**config.mk**
```make
export PLATFORM = sky130hd
export DESIGN_NAME = mainmem_arbiter
export DESIGN_NICKNAME = d
export VERILOG_FILES = /design/src/rtl/mainmem_arbiter.sv
export SDC_FILE = /design/constraint.sdc
export NUM_CORES = 1
export LEC_CHECK = 0
export ABC_AREA = 1
export BUFFER_PORTS_ARGS = -buffer_cell sky130_fd_sc_hd__buf_2
export CORE_MARGIN = 3
export CORE_UTILIZATION = 44
export CTS_CLUSTER_SIZE = 40
export DETAILED_ROUTE_END_ITERATION = 10
export GPL_TIMING_DRIVEN = 0
export HOLD_SLACK_MARGIN = 0.02
export PLACE_DENSITY = 0.85
export SYNTH_ARGS = -nofsm -noshare
export SYNTH_HDL_FRONTEND = slang
export SYNTH_SLANG_ARGS = --single-unit
```
**constraint.sdc**
```tcl
create_clock -name clk -period 3.05 [get_ports clk]
set_input_delay 0.61 -clock clk [delete_from_list [all_inputs] [get_ports clk]]
set_output_delay 0.61 -clock clk [all_outputs]
set_load 0.1 [all_outputs]
```
**src/rtl/mainmem_arbiter.sv**
```systemverilog
// mainmem_arbiter: round-robin sharing of one single-port main memory between port A (core0) and port B (host loader/debug).
//   clk, reset_b                    clock, asynchronous active-low reset
//   a_req/a_we/a_addr/a_wdata       port A request (held stable until a_ack)
//   a_ack, a_rvalid, a_rdata        port A grant, read-return strobe and data (1-cycle latency)
//   b_*                             same as port A, for port B
//   mem_en/mem_we/mem_addr/mem_wdata/mem_rdata  memory array interface
//   a_max_wait, b_max_wait          sticky maximum consecutive wait cycles per port
module mainmem_arbiter #(
    parameter int WORD_WIDTH      = 32,
    parameter int MAIN_ADDR_WIDTH = 2,
    parameter int WAIT_CNT_WIDTH  = 8
) (
    input  logic                       clk,
    input  logic                       reset_b,
    input  logic                       a_req,
    input  logic                       a_we,
    input  logic [MAIN_ADDR_WIDTH-1:0] a_addr,
    input  logic [WORD_WIDTH-1:0]      a_wdata,
    output logic                       a_ack,
    output logic                       a_rvalid,
    output logic [WORD_WIDTH-1:0]      a_rdata,
    input  logic                       b_req,
    input  logic                       b_we,
    input  logic [MAIN_ADDR_WIDTH-1:0] b_addr,
    input  logic [WORD_WIDTH-1:0]      b_wdata,
    output logic                       b_ack,
    output logic                       b_rvalid,
    output logic [WORD_WIDTH-1:0]      b_rdata,
    output logic                       mem_en,
    output logic                       mem_we,
    output logic [MAIN_ADDR_WIDTH-1:0] mem_addr,
    output logic [WORD_WIDTH-1:0]      mem_wdata,
    input  logic [WORD_WIDTH-1:0]      mem_rdata,
    output logic [WAIT_CNT_WIDTH-1:0]  a_max_wait,
    output logic [WAIT_CNT_WIDTH-1:0]  b_max_wait
);
    typedef enum logic {PORT_A = 1'b0, PORT_B = 1'b1} port_t;
    port_t                     last_grant, rd_owner;
    logic                      rd_pending;
    logic                      grant_a, grant_b;
    logic [WAIT_CNT_WIDTH-1:0] wait_a, wait_b;
    // A wins alone or on a tie after B; B takes whatever A does not.
    assign grant_a   = reset_b && a_req && (!b_req || last_grant == PORT_B);
    assign grant_b   = reset_b && b_req && !grant_a;
    assign a_ack     = grant_a;
    assign b_ack     = grant_b;
    assign mem_en    = grant_a || grant_b;
    assign mem_we    = grant_a ? a_we : grant_b ? b_we : 1'b0;
    assign mem_addr  = grant_b ? b_addr : a_addr;
    assign mem_wdata = grant_b ? b_wdata : a_wdata;
    assign a_rvalid  = reset_b && rd_pending && rd_owner == PORT_A;
    assign b_rvalid  = reset_b && rd_pending && rd_owner == PORT_B;
    assign a_rdata   = mem_rdata;
    assign b_rdata   = mem_rdata;
    always_ff @(posedge clk or negedge reset_b) begin
        if (!reset_b) begin
            last_grant <= PORT_B;
            rd_owner   <= PORT_A;
            rd_pending <= 1'b0;
            wait_a     <= '0;
            wait_b     <= '0;
            a_max_wait <= '0;
            b_max_wait <= '0;
        end else begin
            last_grant <= grant_b ? PORT_B : grant_a ? PORT_A : last_grant;
            rd_owner   <= grant_b ? PORT_B : grant_a ? PORT_A : rd_owner;
            rd_pending <= mem_en && !mem_we;
            // A wait run ends on ack or when the request is withdrawn.
            wait_a     <= (a_req && !grant_a) ? ((&wait_a) ? wait_a : wait_a + 1'b1) : '0;
            wait_b     <= (b_req && !grant_b) ? ((&wait_b) ? wait_b : wait_b + 1'b1) : '0;
            a_max_wait <= (wait_a > a_max_wait) ? wait_a : a_max_wait;
            b_max_wait <= (wait_b > b_max_wait) ? wait_b : b_max_wait;
        end
    end
endmodule

```
==> flow_metrics.py <==
metrics = {
    "status": {
        "status": "completed",
    },
    "global_route": {
        "grt_pass1_wl_um": 13300,
        "grt_max_degree": 39,
        "grt.total_usage": 0.215,
        "overflow": 0,
        "antenna_found_initial": 0,
        "grt_pass1_vias": 3038,
    },
    "finish": {
        "final_util": 0.648,
        "design_area_mm2": 0.00416,
        "fillerInstances": 567,
        "diodes": 0,
        "drive_above_1_share": 0.456,
        "stdcell_count": 706,
        "layout.nets": 752,
        "area_delta_synth_final_pct": 40.4,
    },
    "timing": {
        "report.final.setup_viol": 0,
        "layout_min_cycle_time_ns": 2.87,
        "hold_viol": 0,
        "tns_ns": 0,
        "tightest_slew_ns": 0.513,
        "whs_ns": 0.206,
        "fmax_ghz": 0.348,
        "slew_headroom": 0.660,
        "setup_ws_ns": 0.178,
        "finClkSkew_ns": 0.00835,
        "drv_slew": 0,
        "fin_crit_sh": 0.942,
        "rsz0062_at_grt": "no",
    },
    "clock_tree": {
        "path_clk_slew_ns": 0.07,
        "root_buffer": "clkbuf_8",
        "cts_inserted_buffers": 5,
        "htreeDepth": 2,
        "cts_num_sinks": 35,
        "hold_buffers": 0,
        "clk_latency_ns": 0.29,
        "post-cts-setup-buffers": 0,
        "cts_buffer_depth": 2,
        "cts_tree": "done",
    },
    "floorplan": {
        "dieArea_mm2": 0.00775,
        "core_mm2": 0.00642,
        "fp.dieW_um": 88.1,
        "ios": 226,
        "die_h_um": 88.1,
        "start_util": 0.461,
        "rows": 29,
    },
    "placement": {
        "gp_congestion": 0.860,
        "placed_cell_area_mm2": 0.00404,
        "dp_hpwl_um": 7560,
        "dp_slack_ns": -0.420,
        "port_buffers": 193,
        "post-place-cells": 698,
    },
    "setup_path": {
        "reg2reg_to": "b_max_wait[4]",
        "rr_worst_depth": 7,
        "timing.rr.start": "wait_b[7]",
        "cpMostUsedCell": "nand2_1",
        "cp-end-kind": "primary output",
        "required_ns": 2.44,
        "slowest_delay_ns": 0.43,
        "cp.arrival_ns": 2.26,
        "critPathTopFamily": "buffers and inverters",
        "critPathLaunchType": "primary input",
        "crit_path_max_fanout": 38,
        "cp_cell_sequence": "buf_6 > nand2_2 > nor2_8 > inv_2 > nand2_4 > buf_4 > nand2_1 > nand2_1 > buf_2",
        "crit_buf_inv": 4,
        "critPathKind": "primary input to primary output",
        "critPathSlowestCell": "buf_2",
        "rrSetupSlack_ns": 1.28,
    },
    "yosys": {
        "synth-edff-count": 0,
        "avgSynthCellArea_um2": 6.92,
        "ys_seq_elements": 35,
        "synth_area_leaders": "dfrtp_1, nand2_1, buf_4",
        "synth_area_leader_cell": "dfrtp_1",
        "async_reset_ff_frac": 1.00,
        "yosysMostFrequentCell": "nand2_1",
        "yosysUniqueCellTypes": 26,
        "synthTopCellsByCount": "nand2_1, buf_4, inv_1",
        "syn_area_mm2": 0.00296,
        "synth_ff_type": "dfrtp_1",
        "syn_inst": 428,
        "synth_top_area_share": 0.287,
        "ys_seq_area_frac": 0.296,
        "ys_warn_count": 0,
        "synth_nets": 552,
    },
    "power_and_ir_drop": {
        "power_switching_mw": 1.34,
        "powerDensity_mw_per_mm2": 565,
        "ir_drop_uv": 325,
        "total_power_mw": 2.35,
        "combPwrFrac": 0.601,
        "p_seq_frac": 0.224,
        "p_clk_frac": 0.175,
        "power_leakage_nw": 2.60,
        "swShare": 0.571,
        "p_int_mw": 1.01,
    },
    "route": {
        "routed_wirelength_um": 8750,
        "antenna_left": 0,
        "wl_per_cell_um": 12.4,
        "viasPerCell": 4.58,
        "first_iter_violations": 145,
        "vias": 3234,
        "firstDrtPassIters": 7,
        "drc": 0,
    },
    "min_path": {
        "holdCritPathClass": "primary input to async pin",
    },
    "flow_run": {
        "cap_violations": 0,
    },
}
==> power by group through the flow <==
stage / Clock (mW) / Combinational, mW / Sequential, mW
floorplan: 0 / 1.02 / 0.691
global placement: 0 / 1.40 / 0.535
detailed placement: 0 / 1.42 / 0.536
CTS: 0.425 / 1.42 / 0.527
global route: 0.442 / 1.49 / 0.532
finish: 0.411 / 1.41 / 0.528
==> metal layers <==
metal  wire length [µm]  up-vias  part of all wire  track usage
met5                  0        -                 0            0
li1                   -     1663                 -            -
met1               3500     1437              0.40        0.263
met3                627        5             0.072       0.0386
met4                 51        0            0.0058       0.0398
met2               4570      129              0.52        0.395
==> flip-flops by register name, summed over array words and instances (netlist names) <==
signal / count
a_max_wait: 8
wait_b: 8
rd_pending: 1
last_grant: 1
b_max_wait: 8
wait_a: 8
rd_owner: 1
==> area by class of cell <==
class	count	area, µm²	area share
Clock inverter	2	37.5	0.00903
Timing Repair Buffer	193	980	0.236
Sequential cell	35	877	0.211
Multi-Input combinational cell	282	1420	0.342
Buffer	70	518	0.125
Tap cell	77	96.3	0.0232
Clock buffer	6	72.6	0.0174
Inverter	41	154	0.0370
==> worst max-delay path by stage <==
| stage | startpoint | cells after the start | slack [ns] | end |
|---|---|---|---|---|
| after detailed placement | reset_b | 7 | -0.42 | mem_wdata[20] |
| after CTS | reset_b | 9 | 0.13 | mem_wdata[8] |
| after global placement | reset_b | 7 | -0.36 | mem_wdata[20] |
| final | reset_b | 9 | 0.18 | mem_wdata[24] |
| after floorplan | b_req | 7 | 0.13 | mem_wdata[22] |
| after global routing | reset_b | 9 | 0.02 | mem_wdata[18] |
==> what timing repair did <==
action,4_1_cts,5_1_grt
setup endpoints to repair,36,0
endpoints found under the hold margin,0,0
gates resized for setup,5,0
==> cell families after synthesis <==
logic type	synth area share
xor gates and xnor gates	0.0148
buffers and inverters	0.227
AOI/OAI and AO/OA	0.0494
adders and majority gates	0.0760
and+or+nand+nor	0.337
DFF	0.296
==> layout by cell type (no fill, tap or decap) <==
cell type   count
clkbuf_8        5
buf_6           1
dfstp_2         1
o21ai_0         8
clkinvlp_4      1
inv_2           2
buf_2         192
and3_1          1
buf_4          70
bufinv_16       1
xor2_1          4
nor2_4          2
o31ai_1         1
a21o_1          2
a21oi_1        13
nand2_1       174
xnor2_1         1
nor2_8          2
a211oi_2        1
nand4_2         2
ha_1           18
nor3_1          2
nand4_1         2
inv_1          39
nand2_4         1
nand3_1        23
nor3_2          2
clkbuf_1        1
nor2_1         18
nand2_2         4
dfrtp_1        34
a31oi_1         1
Power figures use the tool's default switching activity.
